<file path="src/rtl/arb_pkg.sv">
// Shared types and helpers for the round-robin bus arbiter.
package arb_pkg;

  typedef enum logic {ARB_IDLE, ARB_BUSY} arb_state_t;

  localparam int ONEHOT_MAX   = 64;
  localparam int ONEHOT_IDX_W = 6;

  function automatic logic [ONEHOT_MAX-1:0] onehot_of(input logic [ONEHOT_IDX_W-1:0] idx);
    logic [ONEHOT_MAX-1:0] v;
    v      = '0;
    v[idx] = 1'b1;
    return v;
  endfunction

endpackage

</file>
<file path="src/rtl/rr_priority_picker.sv">
// Rotating-priority search: first requester after last_owner, wrapping, last_owner checked last.
module rr_priority_picker #(
  parameter int SELECT_WIDTH = 2
) (
  input  logic [2**SELECT_WIDTH-1:0] req,
  input  logic [SELECT_WIDTH-1:0]    last_owner,
  output logic                       found,
  output logic [SELECT_WIDTH-1:0]    pick_index
);

  localparam int N = 2**SELECT_WIDTH;

  logic [SELECT_WIDTH-1:0] cand;

  // Offset N truncates to 0, so last_owner itself is the final candidate.
  always_comb begin
    found      = 1'b0;
    pick_index = last_owner;
    cand       = '0;
    for (int k = 1; k <= N; k++) begin
      cand = last_owner + SELECT_WIDTH'(k);
      if (!found && req[cand]) begin
        found      = 1'b1;
        pick_index = cand;
      end
    end
  end

endmodule

</file>
<file path="src/rtl/round_robin_arbiter.sv">
// Round-robin owner arbitration for one shared WIDTH-bit datapath.
// Optional forced release after MAX_HOLD grant cycles when ARB_TIMEOUT_EN is defined.
//
//   state    | meaning
//   ARB_IDLE | no owner, bus_valid low, waiting for any request
//   ARB_BUSY | one owner granted until it releases, drops req or times out
module round_robin_arbiter
  import arb_pkg::*;
#(
  parameter int WIDTH        = 16,
  parameter int SELECT_WIDTH = 2,
  parameter int MAX_HOLD     = 16
) (
  input  logic                        clk,
  input  logic                        reset,
  input  logic [2**SELECT_WIDTH-1:0]  req,
  input  logic [2**SELECT_WIDTH-1:0]  release_in,
  input  logic [WIDTH-1:0]            data_in [2**SELECT_WIDTH],
  output logic [2**SELECT_WIDTH-1:0]  grant,
  output logic [SELECT_WIDTH-1:0]     index,
  output logic                        bus_valid,
  output logic [WIDTH-1:0]            data_out,
  output logic                        timeout
);

  localparam int N = 2**SELECT_WIDTH;

  arb_state_t              state_q, state_d;
  logic [N-1:0]            grant_d;
  logic [SELECT_WIDTH-1:0] index_d, last_q, last_d, pick_index;
  logic                    bus_valid_d, timeout_d, found, take, new_grant, hold_expired;

  rr_priority_picker #(.SELECT_WIDTH(SELECT_WIDTH)) u_picker (
    .req        (req),
    .last_owner (last_q),
    .found      (found),
    .pick_index (pick_index)
  );

`ifdef ARB_TIMEOUT_EN
  localparam int HOLD_W = (MAX_HOLD > 2) ? $clog2(MAX_HOLD) : 1;
  logic [HOLD_W-1:0] hold_cnt;

  // Down-counter loaded on each new grant; reaching zero marks the last allowed cycle.
  always_ff @(posedge clk) begin
    if (reset)                                      hold_cnt <= '0;
    else if (new_grant)                             hold_cnt <= HOLD_W'(MAX_HOLD - 1);
    else if (state_q == ARB_BUSY && hold_cnt != '0) hold_cnt <= hold_cnt - 1'b1;
  end

  assign hold_expired = (state_q == ARB_BUSY) && (hold_cnt == '0);
`else
  assign hold_expired = 1'b0;
`endif

  always_comb begin
    state_d     = state_q;
    grant_d     = grant;
    index_d     = index;
    last_d      = last_q;
    bus_valid_d = bus_valid;
    timeout_d   = 1'b0;
    take        = 1'b0;
    new_grant   = 1'b0;
    unique case (state_q)
      ARB_IDLE: take = found;
      ARB_BUSY: begin
        if (!req[index] || release_in[index] || hold_expired) begin
          timeout_d = hold_expired && req[index] && !release_in[index];
          take      = found;
          if (!found) begin
            state_d     = ARB_IDLE;
            grant_d     = '0;
            bus_valid_d = 1'b0;
          end
        end
      end
      default: state_d = ARB_IDLE;
    endcase
    if (take) begin
      state_d     = ARB_BUSY;
      grant_d     = N'(onehot_of(ONEHOT_IDX_W'(pick_index)));
      index_d     = pick_index;
      last_d      = pick_index;
      bus_valid_d = 1'b1;
      new_grant   = 1'b1;
    end
  end

  always_ff @(posedge clk) begin
    if (reset) begin
      state_q   <= ARB_IDLE;
      grant     <= '0;
      index     <= '0;
      last_q    <= SELECT_WIDTH'(N - 1);
      bus_valid <= 1'b0;
      timeout   <= 1'b0;
    end else begin
      state_q   <= state_d;
      grant     <= grant_d;
      index     <= index_d;
      last_q    <= last_d;
      bus_valid <= bus_valid_d;
      timeout   <= timeout_d;
    end
  end

  assign data_out = bus_valid ? data_in[index] : '0;

endmodule

</file>
<file path="config.mk">
export PLATFORM = sky130hd
export DESIGN_NAME = round_robin_arbiter
export DESIGN_NICKNAME = d
export VERILOG_FILES = /design/src/rtl/arb_pkg.sv /design/src/rtl/rr_priority_picker.sv /design/src/rtl/round_robin_arbiter.sv
export SDC_FILE = /design/constraint.sdc
export NUM_CORES = 1
export LEC_CHECK = 0
export CAP_MARGIN = 10
export CORE_ASPECT_RATIO = 1.25
export CORE_MARGIN = 3
export CORE_UTILIZATION = 32
export CTS_CLUSTER_SIZE = 16
export DETAILED_ROUTE_END_ITERATION = 12
export GPL_TIMING_DRIVEN = 1
export HOLD_SLACK_MARGIN = 0.15
export PLACE_DENSITY = 0.82
export SYNTH_ARGS = -nofsm -noshare
export SYNTH_HDL_FRONTEND = slang
export SYNTH_SLANG_ARGS = --single-unit
</file>
<file path="constraint.sdc">
create_clock -name clk -period 1.9 [get_ports clk]
set_input_delay 0.38 -clock clk [delete_from_list [all_inputs] [get_ports clk]]
set_output_delay 0.38 -clock clk [all_outputs]
set_load 0.01 [all_outputs]
</file>
==> results of run 1 <==
==> power by group through the flow <==
stage / combinational (mW) / clock, mW / sequential, mW
final: 0.794 / 0.223 / 0.273
after global routing: 0.841 / 0.248 / 0.276
after CTS: 0.765 / 0.229 / 0.273
after detailed placement: 0.721 / 0 / 0.269
after global placement: 0.709 / 0 / 0.267
after floorplan: 0.327 / 0 / 0.272
==> state kept, by name, indices dropped and copies added (netlist names) <==
signal     count
grant          4
index          2
state_q        1
bus_valid      1
last_q         2
==> stage by stage <==
step | utilization (%) | cells | hold slack [ps] | instance area [um2]
floorplan | - | 102 | 476 | 1110
global placement | 67.4 | 241 | 448 | 2190
detailed placement | 67.4 | 241 | 451 | 2190
CTS | 69.3 | 247 | 465 | 2250
global route | 70.5 | 247 | 490 | 2290
finish | 70.5 | 247 | 462 | 2290
==> worst max-delay path, stage by stage, from the launching register on <==
cell,delay [ps]
sky130_fd_sc_hd__dfxtp_4,400
sky130_fd_sc_hd__buf_16,140
sky130_fd_sc_hd__mux4_2,510
sky130_fd_sc_hd__and2_4,180
sky130_fd_sc_hd__buf_6,110
==> metal layers <==
| layer | share of wire, % | vias to the layer above | routed length [um] | GRT usage (%) |
|---|---|---|---|---|
| li1 | - | 626 | - | - |
| met1 | 41 | 667 | 2020 | 30.7 |
| met2 | 48 | 77 | 2370 | 37.8 |
| met3 | 10 | 5 | 504 | 6.85 |
| met4 | 1.4 | 0 | 69 | 6.30 |
| met5 | 0 | - | 0 | 0 |
==> layout make-up <==
type	instances	area, um2	share of cell area (%)
timing repair buffer	112	1120	48.9
multi-input combinational	81	866	37.8
sequential	10	204	8.89
tap	37	46.3	2.02
clock buffer	3	41.3	1.80
inverter	4	15.0	0.655
==> cell usage after synthesis, types with 2 or more instances <==
master | instances | share of area [%]
sky130_fd_sc_hd__a21oi_1 | 4 | 1.8
sky130_fd_sc_hd__a31oi_1 | 2 | 1.1
sky130_fd_sc_hd__and2_1 | 16 | 9.1
sky130_fd_sc_hd__buf_4 | 2 | 1.4
sky130_fd_sc_hd__clkbuf_1 | 2 | 0.68
sky130_fd_sc_hd__dfxtp_1 | 10 | 18
sky130_fd_sc_hd__inv_1 | 4 | 1.4
sky130_fd_sc_hd__mux4_1 | 4 | 9.5
sky130_fd_sc_hd__mux4_2 | 12 | 24
sky130_fd_sc_hd__nand2_1 | 3 | 1.0
sky130_fd_sc_hd__nand2b_1 | 4 | 2.3
sky130_fd_sc_hd__nor3_1 | 2 | 0.91
sky130_fd_sc_hd__o21a_1 | 2 | 1.4
sky130_fd_sc_hd__o311ai_1 | 2 | 1.6
sky130_fd_sc_hd__o31ai_1 | 4 | 2.7
sky130_fd_sc_hd__o32ai_1 | 2 | 1.6
sky130_fd_sc_hd__o41ai_1 | 2 | 1.6
==> worst max path at each step <==
stage                            from           end  slack, ps  cells past startpoint
after global routing         index[0]   data_out[6]       -100                      4
after detailed placement  data_in[27]  data_out[11]       -410                      4
after global placement    data_in[11]  data_out[11]       -400                      4
after CTS                    index[0]   data_out[6]        -60                      4
after floorplan              index[0]  data_out[10]         60                      4
final                        index[0]   data_out[6]        -60                      4
==> cells in the final DEF (no fill, tap or decap), drive strengths merged <==
master,count
clkdlybuf4s50,79
buf,32
mux4,16
and2,16
dfxtp,10
inv,4
nand2b,4
a21oi,4
o31ai,4
nand2,3
clkbuf,3
o311ai,3
o21ai,3
o21a,2
nor3,2
a31oi,2
o41ai,2
o32ai,2
nor3b,2
nor2,2
and3b,1
nor2b,1
and4b,1
and4bb,1
nor4,1
or4,1
a311oi,1
nand3,1
o211a,1
o211ai,1
or3,1
a21o,1
a211oi,1
conb,1
dlygate4sd2,1
==> what timing repair did <==
| action | 4_1_cts | 5_1_grt |
|---|---|---|
| resized for setup | 89 | 10 |
| buffers inserted | 2 | 0 |
| cloned | 1 | 0 |
| pin swaps | 16 | 1 |
| setup endpoints to repair | 16 | 18 |
==> logic make-up after synthesis <==
kind of cell,synth area share [%]
AOI/OAI and AO/OA,19.0
muxes,33.9
and+or+nand+nor,23.4
other,0.339
DFF,18.1
buffers and inverters,5.20
==> summary.txt, run 1 <==
Power and ir drop
  – Highest ir drop seen on vdd: 0.360 mV
  – Clock Power Share: 17.3%
  – Net switching fraction of the power: 30.4%
  – Logic pwr share: 61.5%
  – Design Power: 1.29 mW
  – Leakage component of the power: 0.905 nW
  – Power Dens Cells: 563 nW/um2
  – Internal: 898 uW
  – Net switching power of the design: 393 uW
  – Proportion of power drawn by flip-flops and latches: 21.2%

Status
  – Violated checks: setup timing
  – Outcome: complete, but fails checks

Synthesis
  – Share of synthesized area occupied by flip-flops and latches: 18.1%
  – Ys async rst share: 0%
  – Post-Synthesis Mean Instance Area: 10.8 um2
  – Number of instances in the synthesized netlist: 102
  – Yosys warns: 0
  – Synth unique cells: 42
  – Cell area after synthesis: 1110 um2
  – FF+latch count, synth: 10
  – EDFF count, synth: 0
  – Most used flip-flop cell after synthesis: sky130_fd_sc_hd__dfxtp_1
  – Syn nets: 176

Floorplan
  – Area of the placeable core: 3250 um2
  – Vertical die dimension: 71.7 um
  – Die area: 4200 um2
  – Die width: 58.6 um
  – Initial Utilization: 34.0%
  – I/O Pins: 98
  – Num rows: 23

CTS
  – CTS tree: built
  – CTS buffer count: 3
  – Clock tree sinks: 10
  – Clock transition at the registers of the reported paths: 50 ps
  – Number of levels in the clock H-tree: 1
  – Clock root buffer: sky130_fd_sc_hd__clkbuf_8
  – Maximum clock insertion buffer count: 2
  – Worst-skew pair later-pin latency: 240 ps
  – Total of hold buffers inserted after clock tree synthesis: 0

Setup path
  – Type of element capturing the critical path: output port
  – Startpoint of the most critical register-to-register path: index[0]
  – Critical path class: reg -> out
  – Destination of the worst register-to-register timing path: grant[0]
  – Setup slack on the worst flop-to-flop path: 130 ps
  – Top fanout value on the critical path: 6
  – Req. time, crit path: 1520 ps
  – Startpoint type of the worst setup path: flip-flop
  – Arrival time at the worst endpoint: 1580 ps
  – Depth of the worst register-to-register path: 6

Timing
  – Crit path time final: 1960 ps
  – Number of failing hold endpoints at the final stage: 0
  – Period utilization: 103%
  – Pins over their slew limit: 0
  – Final setup vio count: 16
  – Setup WS post-layout: -58.1 ps
  – RSZ-0062 raised after global routing: true
  – Accumulated negative setup slack: -406 ps
  – Max frequency: 511 MHz
  – Setup clock skew after layout: 5.61 ps

Detailed routing
  – Via count of the routed design: 1375
  – Via density: 5.57
  – DRC violation total after the first TritonRoute iteration: 54
  – Total length of routed wires: 4970 um
  – Wire length per cell after detailed routing: 20.1 um
  – Count of unresolved DRC violations after routing: 0
  – First-pass iteration count of the detailed router: 4
  – Final ANT Viol Nets: 0

Hold path
  – Hold Path Origin: grant[1]
  – Worst hold path endpoint: grant[1]
  – Worst Hold Class: reg -> reg
  – Worst hold path cell count: 2

Run
  – Number of max-capacitance violations reported: 0

Place
  – Weighted congestion reported at the end of routability-driven placement: 0.930
  – DP HPWL: 3880 um
  – Worst slack after detailed placement: -410 ps
  – # port buffers: 96

Final layout
  – Number of fill cells in the layout: 241
  – Area growth from synthesis to final layout: 107%
  – Fraction of layout instances using a drive strength above 1: 34.3%
  – Nets: 286
  – Antenna diode instance count: 0

GRT
  – Via count of the first global-routing pass: 1347
  – Global-route wire length before repair: 7400 um
  – Global route overflow: 0
  – GRT Resource Usage Total: 23.5%
  – Pin count of the biggest net entering global routing: 13
  – Antenna violations before repair: 0
No activity file was read; power rests on OpenSTA's default activity.
==> inputs of run 2 (changes only) <==
Settings changed: CTS_CLUSTER_DIAMETER from default to 100.
==> results of run 2 <==
No change in the layout: final DEF, timing and power equal those of run 1.
